**config.mk**
```make
export PLATFORM = sky130hd
export DESIGN_NAME = imm_extend_pipe_flat
export DESIGN_NICKNAME = d
export VERILOG_FILES = /design/src/rtl/imm_extend_pipe_if.sv /design/src/rtl/imm_extend_pipe.sv /design/src/flat_wrapper.sv
export SDC_FILE = /design/constraint.sdc
export NUM_CORES = 1
export LEC_CHECK = 0
export ABC_AREA = 1
export CAP_MARGIN = 20
export CORE_UTILIZATION = 55
export CTS_CLUSTER_DIAMETER = 30
export DETAILED_ROUTE_END_ITERATION = 10
export DONT_BUFFER_PORTS = 1
export GPL_ROUTABILITY_DRIVEN = 0
export PLACE_DENSITY = 0.68
export SLEW_MARGIN = 20
export SYNTH_ARGS = -nofsm -noshare
export SYNTH_HDL_FRONTEND = slang
export SYNTH_SLANG_ARGS = --single-unit
```
**constraint.sdc**
```tcl
create_clock -name clk -period 1.5 [get_ports clk]
set_clock_uncertainty 0.1 [all_clocks]
set_input_delay 0.15 -clock clk [delete_from_list [all_inputs] [get_ports clk]]
set_output_delay 0.15 -clock clk [all_outputs]
set_load 0.05 [all_outputs]
```
**src/rtl/imm_extend_pipe_if.sv**
```systemverilog
// rtl/imm_extend_pipe_if.sv - handshake bundle for the immediate extender (out_count under IMM_EXT_CNT_EN)
interface imm_extend_pipe_if #(
    parameter int IN_W  = 16,
    parameter int OUT_W = 32
);
    logic             in_valid;
    logic             in_ready;
    logic [IN_W-1:0]  in_imm;
    logic [1:0]       in_len;
    logic [1:0]       in_mode;
    logic             out_valid;
    logic             out_ready;
    logic [OUT_W-1:0] out_data;
`ifdef IMM_EXT_CNT_EN
    logic [15:0]      out_count;
`endif

    modport master (
        output in_valid, in_imm, in_len, in_mode, out_ready,
        input  in_ready, out_valid, out_data
`ifdef IMM_EXT_CNT_EN
        , input out_count
`endif
    );

    modport slave (
        input  in_valid, in_imm, in_len, in_mode, out_ready,
        output in_ready, out_valid, out_data
`ifdef IMM_EXT_CNT_EN
        , output out_count
`endif
    );
endinterface

```
**src/rtl/imm_extend_pipe.sv**
```systemverilog
// rtl/imm_extend_pipe.sv - skid + two-stage immediate extender; IMM_EXT_CNT_EN adds an output handshake counter
module imm_extend_pipe #(
    parameter int IN_W     = 16,
    parameter int OUT_W    = 32,
    parameter int BR_SHIFT = 2
) (
    input  logic               clk,
    input  logic               rst,
    imm_extend_pipe_if.slave   bus
);
    typedef struct packed {
        logic [IN_W-1:0] imm;
        logic [1:0]      len;
        logic [1:0]      mode;
    } beat_t;

    beat_t            in_beat;
    beat_t            skid_q, skid_d, s1_q, s1_d;
    logic             skid_valid_q, skid_valid_d;
    logic             s1_valid_q, s1_valid_d;
    logic             in_ready_q, in_ready_d;
    logic             out_valid_q, out_valid_d;
    logic [OUT_W-1:0] out_data_q, out_data_d;
    logic [OUT_W-1:0] sext, zext, ext;
    logic             accept, s2_adv, s1_load;

    assign in_beat = '{imm: bus.in_imm, len: bus.in_len, mode: bus.in_mode};

    always_comb begin
        accept       = bus.in_valid & in_ready_q;
        s2_adv       = s1_valid_q & (~out_valid_q | bus.out_ready);
        s1_load      = ~s1_valid_q | s2_adv;
        s1_valid_d   = s1_load ? (skid_valid_q | accept) : s1_valid_q;
        s1_d         = s1_load ? (skid_valid_q ? skid_q : in_beat) : s1_q;
        // The skid only catches a beat when S1 is stuck; in_ready already hides it otherwise
        skid_valid_d = skid_valid_q ? ~s1_load : (accept & ~s1_load);
        skid_d       = (accept & ~s1_load) ? in_beat : skid_q;
        in_ready_d   = ~skid_valid_d;
        out_valid_d  = s2_adv | (out_valid_q & ~bus.out_ready);
        out_data_d   = s2_adv ? ext : out_data_q;
    end

    always_comb begin
        sext = '0;
        zext = '0;
        case (s1_q.len)
            2'b00: begin
                sext = {{(OUT_W-4){s1_q.imm[3]}}, s1_q.imm[3:0]};
                zext = {{(OUT_W-4){1'b0}}, s1_q.imm[3:0]};
            end
            2'b01: begin
                sext = {{(OUT_W-8){s1_q.imm[7]}}, s1_q.imm[7:0]};
                zext = {{(OUT_W-8){1'b0}}, s1_q.imm[7:0]};
            end
            2'b10: begin
                sext = {{(OUT_W-12){s1_q.imm[11]}}, s1_q.imm[11:0]};
                zext = {{(OUT_W-12){1'b0}}, s1_q.imm[11:0]};
            end
            default: begin
                sext = {{(OUT_W-IN_W){s1_q.imm[IN_W-1]}}, s1_q.imm};
                zext = {{(OUT_W-IN_W){1'b0}}, s1_q.imm};
            end
        endcase
        case (s1_q.mode)
            2'b00:   ext = sext;
            2'b01:   ext = zext;
            2'b10:   ext = {s1_q.imm, {(OUT_W-IN_W){1'b0}}};
            default: ext = sext << BR_SHIFT;
        endcase
    end

    always_ff @(posedge clk) begin
        if (rst) begin
            skid_valid_q <= 1'b0;
            skid_q       <= '0;
            s1_valid_q   <= 1'b0;
            s1_q         <= '0;
            in_ready_q   <= 1'b1;
            out_valid_q  <= 1'b0;
            out_data_q   <= '0;
        end else begin
            skid_valid_q <= skid_valid_d;
            skid_q       <= skid_d;
            s1_valid_q   <= s1_valid_d;
            s1_q         <= s1_d;
            in_ready_q   <= in_ready_d;
            out_valid_q  <= out_valid_d;
            out_data_q   <= out_data_d;
        end
    end

    assign bus.in_ready  = in_ready_q;
    assign bus.out_valid = out_valid_q;
    assign bus.out_data  = out_data_q;

`ifdef IMM_EXT_CNT_EN
    logic [15:0] out_count_q, out_count_d;

    assign out_count_d = (out_valid_q & bus.out_ready) ? out_count_q + 16'd1 : out_count_q;

    always_ff @(posedge clk) begin
        if (rst) out_count_q <= '0;
        else     out_count_q <= out_count_d;
    end

    assign bus.out_count = out_count_q;
`endif
endmodule

```
**src/flat_wrapper.sv**
```systemverilog
// flat-port wrapper written by rule: the top's interface ports become plain ports
module imm_extend_pipe_flat 
#(
    parameter int IN_W     = 16,
    parameter int OUT_W    = 32,
    parameter int BR_SHIFT = 2
)
  (clk, rst, bus_in_valid, bus_in_imm, bus_in_len, bus_in_mode, bus_out_ready, bus_in_ready, bus_out_valid, bus_out_data);
  imm_extend_pipe_if #(.IN_W(IN_W), .OUT_W(OUT_W)) bus_i ();
  input  logic clk;
  input  logic rst;
  input wire logic [$bits(bus_i.in_valid)-1:0] bus_in_valid;
  input wire logic [$bits(bus_i.in_imm)-1:0] bus_in_imm;
  input wire logic [$bits(bus_i.in_len)-1:0] bus_in_len;
  input wire logic [$bits(bus_i.in_mode)-1:0] bus_in_mode;
  input wire logic [$bits(bus_i.out_ready)-1:0] bus_out_ready;
  output wire logic [$bits(bus_i.in_ready)-1:0] bus_in_ready;
  output wire logic [$bits(bus_i.out_valid)-1:0] bus_out_valid;
  output wire logic [$bits(bus_i.out_data)-1:0] bus_out_data;
  assign bus_i.in_valid = bus_in_valid;
  assign bus_i.in_imm = bus_in_imm;
  assign bus_i.in_len = bus_in_len;
  assign bus_i.in_mode = bus_in_mode;
  assign bus_i.out_ready = bus_out_ready;
  assign bus_in_ready = bus_i.in_ready;
  assign bus_out_valid = bus_i.out_valid;
  assign bus_out_data = bus_i.out_data;
  imm_extend_pipe #(.IN_W(IN_W), .OUT_W(OUT_W), .BR_SHIFT(BR_SHIFT)) u_core (.clk(clk), .rst(rst), .bus(bus_i));
endmodule
```
==> results of run 1 <==
worst max-delay path, stage by stage (launching register included):
cell	delay [ps]
dfxtp_2	340
nand2_1	100
nor2_1	150
inv_1	80
buf_4	220
o21ai_0	210
a31oi_1	60
flip-flops by register name (all words and copies together) (netlist names):
name,flops
u_core.skid_valid_q,1
u_core.skid_q,20
u_core.bus.out_data,32
u_core.s1_q,20
u_core.bus.out_valid,1
u_core.bus.in_ready,1
u_core.s1_valid_q,1
worst max-delay path by stage:
stage	endpoint	slack, ps	cells after the start
2_1_floorplan	u_core.skid_q[10]	-7	7
3_3_place_gp	u_core.bus.out_data[26]	80	7
3_5_place_dp	u_core.bus.out_data[17]	40	7
4_1_cts	u_core.bus.out_data[17]	30	7
5_1_grt	u_core.s1_q[12]	0.7	6
6_report	u_core.s1_q[2]	100	6
cell families (layout without fill, tap and decap cells):
kind of cell / after synthesis / after routing
AOI/OAI and AO/OA: 109 / 109
DFF: 76 / 76
and+or+nand+nor: 239 / 239
buffers and inverters: 49 / 115
through the flow:
| step | util [%] | instance area [sq um] |
|---|---|---|
| 6_report | 73.9 | 4170 |
| 5_1_grt | 73.9 | 4170 |
| 4_1_cts | 73.5 | 4150 |
| 3_5_place_dp | 65.5 | 3690 |
| 3_3_place_gp | 65.5 | 3690 |
| 2_1_floorplan | - | 3290 |
per-layer routing:
| metal | global-route usage [%] | routed length, um | vias to the layer above |
|---|---|---|---|
| li1 | - | - | 1670 |
| met5 | 0 | 0 | - |
| met3 | 4.14 | 453 | 8 |
| met4 | 11.1 | 102 | 0 |
| met2 | 47.6 | 3880 | 89 |
| met1 | 35.1 | 3700 | 1481 |
Yosys cell counts:
cell,number,area [sq um]
o21ai_0,67,335
clkbuf_2,1,5.00
nand2_2,3,18.8
nand4_1,2,12.5
dfxtp_1,76,1520
inv_2,1,3.75
inv_4,1,6.26
a31oi_1,24,150
nand2_1,120,450
o21ai_1,2,10.0
clkbuf_1,21,78.8
nor3_1,2,10.0
nand3_4,1,17.5
nand2_4,1,11.3
nor2_1,89,334
nor2_4,1,11.3
inv_1,18,67.6
a21oi_1,16,80.1
nand4_2,1,12.5
nand3_1,17,85.1
buf_2,5,25.0
nand3_2,2,20.0
buf_6,2,22.5
cell type report:
cell class                      count  area (sq um)
Multi-Input combinational cell    348          1570
Sequential cell                    76          1530
Fill cell                         450          1470
Timing Repair Buffer               79           679
Clock buffer                       10           138
Tap cell                           72          90.1
Clock inverter                      6          86.3
Inverter                           20          77.6
timing repair:
action                                 in CTS  in global routing
hold buffers                               23                  0
endpoints found under the hold margin      48                  0
resized for setup                           0                 12
setup endpoints to repair                   0                 27
power groups by stage:
stage | logic [mW] | clock network [mW] | registers (mW)
floorplan | 0.289 | 0 | 2.43
global placement | 0.670 | 0 | 2.23
detailed placement | 0.679 | 0 | 2.23
CTS | 0.739 | 1.77 | 2.19
global route | 0.815 | 1.85 | 2.20
finish | 0.748 | 1.73 | 2.19
==> flow_metrics.tcl, run 1 <==
set metrics [dict create \
    synth_compound_area_share_pct 17.5 \
    hold_path_class "in2reg" \
    seq_power_share_pct 46.9 \
    slew_headroom_pct 76.6 \
    final_common_cell "nand2_1" \
    grt_util_all_layers_pct 27.9 \
    layout_min_cycle_time_ps 1400 \
    rows 27 \
    syn_inst 473 \
    antennaDiodeCount 0 \
    yosys.area_share.simple_pct 29.9 \
    p_int_mw 3.36 \
    drive_above_1_share_pct 16.7 \
    ys_warn_count 0 \
    vias 3248 \
    nets 558 \
    cts_setup_buffers 0 \
    wirelength_um 8130 \
    drt-initial-drc-count 231 \
    die_area_sq_um 6290 \
    p_per_area_nw_per_um2 1120 \
    cap_violations 0 \
    min_to "u_core.skid_q[5]" \
    fmax_mhz 713 \
    reg2regPathDepth 6 \
    clk_pin_slew_worst_paths_ps 80 \
    clock_path_buffers 2 \
    start_util_pct 58.3 \
    numCtsBuffers 9 \
    path_class "reg2reg" \
    hold_ws_ps 115 \
    r2r_start "u_core.bus.out_valid" \
    pwr-share-clk_pct 37.0 \
    rsz0062_at_grt "no" \
    min_from "rst" \
    worst_slew_pin_slew_ps 351 \
    fin_tns_setup_ps 0 \
    h-tree-depth 3 \
    grt_first_pass_wirelength_um 13600 \
    leakage_nw 1.89 \
    die_w_um 79.3 \
    synth_top_family_by_area "simple AND/OR/NAND/NOR gates" \
    swShare_pct 28.0 \
    r2r_slack_ps 100 \
    post-place-ws_ps 43.3 \
    grt_pass1_vias 3000 \
    cts.sinks 76 \
    pin_count 58 \
    status "complete, no violations" \
    firstDrtPassIters 5 \
    start_kind "register" \
    arrival_ps 1520 \
    ys_seq_elements 76 \
    whs_path_depth 4 \
    synthMuxAreaShare_pct 0 \
    crit_fanout 27 \
    syn2layout_area_growth_pct 26.7 \
    ir_drop_mv 0.666 \
    setup_viol 0 \
    total_power_mw 4.67 \
    core_area_sq_um 5640 \
    synth_area_sq_um 3290 \
    antenna_found_initial 0 \
    mostFrequentLayoutCells "120 x nand2_1, 86 x nor2_1, 73 x dfxtp_1" \
    cts_tree "done" \
    avgSynthCellArea_sq_um 6.95 \
    hold_viol_final 0 \
    required_ps 1620 \
    avgViaCountPerCell 5.32 \
    placed_cells 572 \
    slew_viol_final 0 \
    post-dp-hpwl_um 5310 \
    instances_no_fill 611 \
    comb_power_share_pct 16.0 \
    synth_fa_ha_area_share_pct 0 \
    synth_nets 497 \
    cp-startpoint "u_core.bus.out_valid" \
    grt_start_max_net_pins 69 \
    gr-total-overflow 0 \
    p_sw_mw 1.31 \
    synth-xor-area-share_pct 0 \
    drcViolationCount 0 \
    synth_cell_types 23 \
    r2r-end "u_core.s1_q[2]" \
    antenna_left 0 \
    ys_seq_area_share_pct 46.3 \
    clk_latency_ps 350 \
    fp.dieH_um 79.3 \
    wl_per_cell_um 13.3 \
    setup_ws_ps 98.3 \
    fin_crit_sh_pct 93.4 \
    root_buffer "clkbuf_8" \
    end_kind "register" \
    port-buffer-count 0 \
]
(Power assumes the default switching activity.)
==> run 2, diff against run 1 <==
clock period = 1.7 ns   (was 1.5 ns; I/O delays follow)
==> flow_metrics.tcl, run 2 (synthesis gave the netlist of run 1 again) <==
set metrics [dict create \
    die_area_sq_um 6290 \
    reg2regPathDepth 6 \
    fin_crit_sh_pct 98.4 \
    r2r_slack_ps 30 \
    slew_viol_final 0 \
    clock_path_buffers 2 \
    antennaDiodeCount 0 \
    arrival_ps 1860 \
    avgViaCountPerCell 5.35 \
    p_per_area_nw_per_um2 1010 \
    grt_start_max_net_pins 38 \
    leakage_nw 1.84 \
    rows 27 \
    hold_path_class "in2reg" \
    wl_per_cell_um 13.4 \
    crit_family "buffers and inverters" \
    setup_ws_ps 28.0 \
    gr-total-overflow 0 \
    final_core_util_pct 72.3 \
    crit_fanout 29 \
    final_common_cell "nand2_1" \
    cts.sinks 76 \
    start_kind "register" \
    end_kind "register" \
    start_util_pct 58.3 \
    die_w_um 79.3 \
    antenna_left 0 \
    min_to "u_core.skid_valid_q" \
    r2r_start "u_core.bus.out_valid" \
    syn2layout_area_growth_pct 24.0 \
    nets 549 \
    worst_slew_pin_slew_ps 663 \
    grt_pass1_vias 3104 \
    post-dp-hpwl_um 5160 \
    drive_above_1_share_pct 14.2 \
    r2r-end "u_core.s1_valid_q" \
    pin_count 58 \
    vias 3219 \
    post-place-ws_ps 138 \
    cap_violations 0 \
    mostFrequentLayoutCells "119 x nand2_1, 88 x nor2_1, 76 x dfxtp_1" \
    drt-initial-drc-count 240 \
    cts_tree "done" \
    layout_min_cycle_time_ps 1670 \
    hold_viol_final 0 \
    fp.dieH_um 79.3 \
    min_from "bus_in_valid" \
    wirelength_um 8060 \
    largest_reg_flops 32 \
    firstDrtPassIters 6 \
    ir_drop_mv 0.736 \
    required_ps 1890 \
    worst_path_max_delay_cell "dlygate4sd3_1" \
    clk_latency_ps 340 \
    path_cells "nand2_2, nor2_2, inv_1, buf_12, a21oi_1, dlygate4sd3_1" \
    clk_pin_slew_worst_paths_ps 80 \
    path_class "reg2reg" \
    grt_util_all_layers_pct 27.7 \
    setup_viol 0 \
    core_area_sq_um 5640 \
    drcViolationCount 0 \
    total_power_mw 4.10 \
    cp_slowest_stage_delay_ps 560 \
    hold_ws_ps 47.8 \
    status "complete, no violations" \
    h-tree-depth 3 \
    timing.critical_path.buf_inv 3 \
    grt_first_pass_wirelength_um 13700 \
    antenna_found_initial 0 \
    slew_headroom_pct 55.8 \
    port-buffer-count 0 \
    numCtsBuffers 9 \
    fmax_mhz 598 \
    root_buffer "clkbuf_8" \
    whs_path_depth 2 \
    fin_tns_setup_ps 0 \
]
run 2: changes by cell type in the layout (fill, tap and decap cells not counted), moves of 3 or more:
cell	delta
buf_4	-7
dfxtp_1	+3
dfxtp_2	-3
o21ai_0	+4
o21ai_1	-4
run 2: worst max-delay path by stage:
stage / startpoint / endpoint / slack [ps] / depth (start not counted)
after global routing: u_core.bus.out_valid / u_core.s1_valid_q / -20 / 6
after CTS: u_core.bus.out_valid / u_core.s1_valid_q / 30 / 6
after global placement: u_core.s1_q[3] / u_core.bus.out_data[21] / 210 / 7
final: u_core.bus.out_valid / u_core.s1_valid_q / 30 / 6
after floorplan: u_core.bus.out_valid / u_core.skid_q[10] / 8 / 7
after detailed placement: u_core.s1_q[3] / u_core.bus.out_data[27] / 140 / 7
run 2: area by class of cell:
type                            instances  area, sq um
Clock inverter                          5         85.1
Timing Repair Buffer                   70          596
Inverter                               20         77.6
Sequential cell                        76         1520
Multi-Input combinational cell        348         1570
Fill cell                             482         1560
Clock buffer                           11          141
Tap cell                               72         90.1
run 2: repair_timing:
item,CTS,global route
hold buffers,23,0
endpoints found under the hold margin,48,0
setup buffers,0,0
resized for setup,0,3
setup endpoints to repair,0,13
run 2: power by group:
group | total (mW) | leakage, nW | switching, mW | internal (mW)
combinational | 0.629 | 1.10 | 0.415 | 0.214
sequential | 1.94 | 0.624 | 0.0728 | 1.87
clock | 1.53 | 0.110 | 0.661 | 0.872
total | 4.10 | 1.84 | 1.15 | 2.95
run 2: through the flow:
stage	cell area, sq um	std cells
after floorplan	3290	473
after global placement	3610	563
after detailed placement	3610	563
after CTS	4070	602
after global routing	4080	602
final	4080	602
run 2: layer usage:
layer	wire length [um]	GRT usage (%)
met5	0	0
met4	121	11.8
met3	462	4.37
met2	3750	46.8
met1	3720	34.8
==> run 3, diff against run 2 <==
CORE_UTILIZATION = 65   (was 55)
MAX_ROUTING_LAYER = met4   (was default)
PLACE_DENSITY = 0.79   (was 0.68)
==> flow_metrics.tcl, run 3 (synthesis gave the netlist of run 1 again) <==
set metrics [dict create \
    antennaDiodeCount 0 \
    r2r-end "u_core.s1_q[10]" \
    antenna_left 0 \
    rows 25 \
    min_from "rst" \
    status "complete, no violations" \
    clk_pin_slew_worst_paths_ps 80 \
    hold_ws_ps 41.4 \
    pin_count 58 \
    grt_util_all_layers_pct 36.2 \
    grt_start_max_net_pins 61 \
    slew_headroom_pct 57.3 \
    largest_reg_flops 32 \
    wirelength_um 8810 \
    min_to "u_core.skid_q[9]" \
    start_util_pct 68.7 \
    end_kind "register" \
    p_per_area_nw_per_um2 989 \
    post-dp-hpwl_um 5020 \
    nFillCells 308 \
    hold_viol_final 0 \
    antenna_found_initial 0 \
    h-tree-depth 3 \
    drt-initial-drc-count 308 \
    vias 3421 \
    worst_slew_pin_slew_ps 640 \
    fp.dieH_um 73.1 \
    firstDrtPassIters 5 \
    fin_tns_setup_ps 0 \
    cts_tree "done" \
    clock_path_buffers 2 \
    final_common_cell "nand2_1" \
    gr-total-overflow 0 \
    reg2regPathDepth 3 \
    avgViaCountPerCell 5.79 \
    port-buffer-count 0 \
    r2r_slack_ps 130 \
    clk_latency_ps 360 \
    drcViolationCount 0 \
    grt_first_pass_wirelength_um 14200 \
    ir_drop_mv 0.889 \
    required_ps 1870 \
    whs_path_depth 3 \
    root_buffer "clkbuf_8" \
    cts_setup_buffers 0 \
    core_area_sq_um 4790 \
    slew_viol_final 0 \
    cap_violations 0 \
    crit_fanout 20 \
    fin_crit_sh_pct 92.4 \
    cts.sinks 76 \
    drive_above_1_share_pct 13.0 \
    rsz0062_at_grt "no" \
    layout_min_cycle_time_ps 1570 \
    nets 543 \
    hold_path_class "in2reg" \
    grt_pass1_vias 3090 \
    instances_no_fill 591 \
    mostFrequentLayoutCells "120 x nand2_1, 89 x nor2_1, 76 x dfxtp_1" \
    setup_viol 0 \
    die_w_um 73.1 \
    leakage_nw 1.80 \
    fmax_mhz 636 \
    numCtsBuffers 9 \
    die_area_sq_um 5350 \
    wl_per_cell_um 14.9 \
    path_class "reg2reg" \
    syn2layout_area_growth_pct 21.9 \
    r2r_start "u_core.skid_valid_q" \
    placed_cells 552 \
    start_kind "register" \
    arrival_ps 1740 \
]
## run 3: changes by cell type in the layout (fill, tap and decap cells not counted)
cell,delta
buf_12,+1
buf_4,-7
bufinv_16,-1
clkbuf_1,-1
clkinv_2,+2
clkinv_4,-1
clkinvlp_4,+1
nand2_1,+1
nand2_2,-1
nor2_1,+1
nor2_2,-1
## run 3: how the worst max path moves through the flow
stage | from | to | slack (ps) | depth (start not counted)
floorplan | u_core.bus.out_valid | u_core.skid_q[10] | 8 | 7
global placement | u_core.s1_q[2] | u_core.bus.out_data[28] | 250 | 7
detailed placement | u_core.s1_q[2] | u_core.bus.out_data[30] | 210 | 7
CTS | u_core.s1_q[2] | u_core.bus.out_data[26] | 180 | 7
global route | u_core.s1_q[2] | u_core.bus.out_data[26] | 60 | 7
finish | u_core.skid_valid_q | u_core.s1_q[10] | 130 | 3
## run 3: layer usage
metal	vias up	track usage (%)	wire, um	share of wire (%)
li1	1639	-	-	-
met1	1558	42.4	3620	41
met2	186	58.1	4130	47
met3	38	8.29	729	8.3
met4	0	18.3	328	3.7
met5	-	-	0	0
## run 3: final cells by class
| class | instances | area (sq um) | area share, % |
|---|---|---|---|
| inverter | 20 | 77.6 | 1.93 |
| multi-input combinational | 348 | 1560 | 39.0 |
| clock inverter | 6 | 63.8 | 1.59 |
| clock buffer | 10 | 138 | 3.43 |
| timing repair buffer | 64 | 563 | 14.0 |
| sequential | 76 | 1520 | 37.9 |
| tap | 67 | 83.8 | 2.09 |
## run 3: metrics by stage
stage                     utilization, %  worst slack [ps]  power (mW)  area, sq um
after floorplan                        -              7.66        2.40         3290
after global placement              74.7               248        2.53         3570
after detailed placement            74.7               211        2.54         3570
after CTS                           83.7               177        3.95         4010
after global routing                83.8              59.1        4.11         4010
final                               83.8               129        3.97         4010
## run 3: critical path, stage by stage (launching register included)
cell and delay [ps]:
dfxtp_1 420, inv_1 530, nand2_1 170, a31oi_1 260
## run 3: what timing repair did
action | 4_1_cts | 5_1_grt
hold endpoints to repair | 48 | 0
hold buffers | 23 | 0
setup endpoints to repair | 0 | 1
gates resized for setup | 0 | 1
## run 3: report_power, final
group / internal [mW] / switching, mW / total (mW)
Sequential: 1.87 / 0.0770 / 1.94
Clock: 0.714 / 0.680 / 1.39
Combinational: 0.209 / 0.418 / 0.627
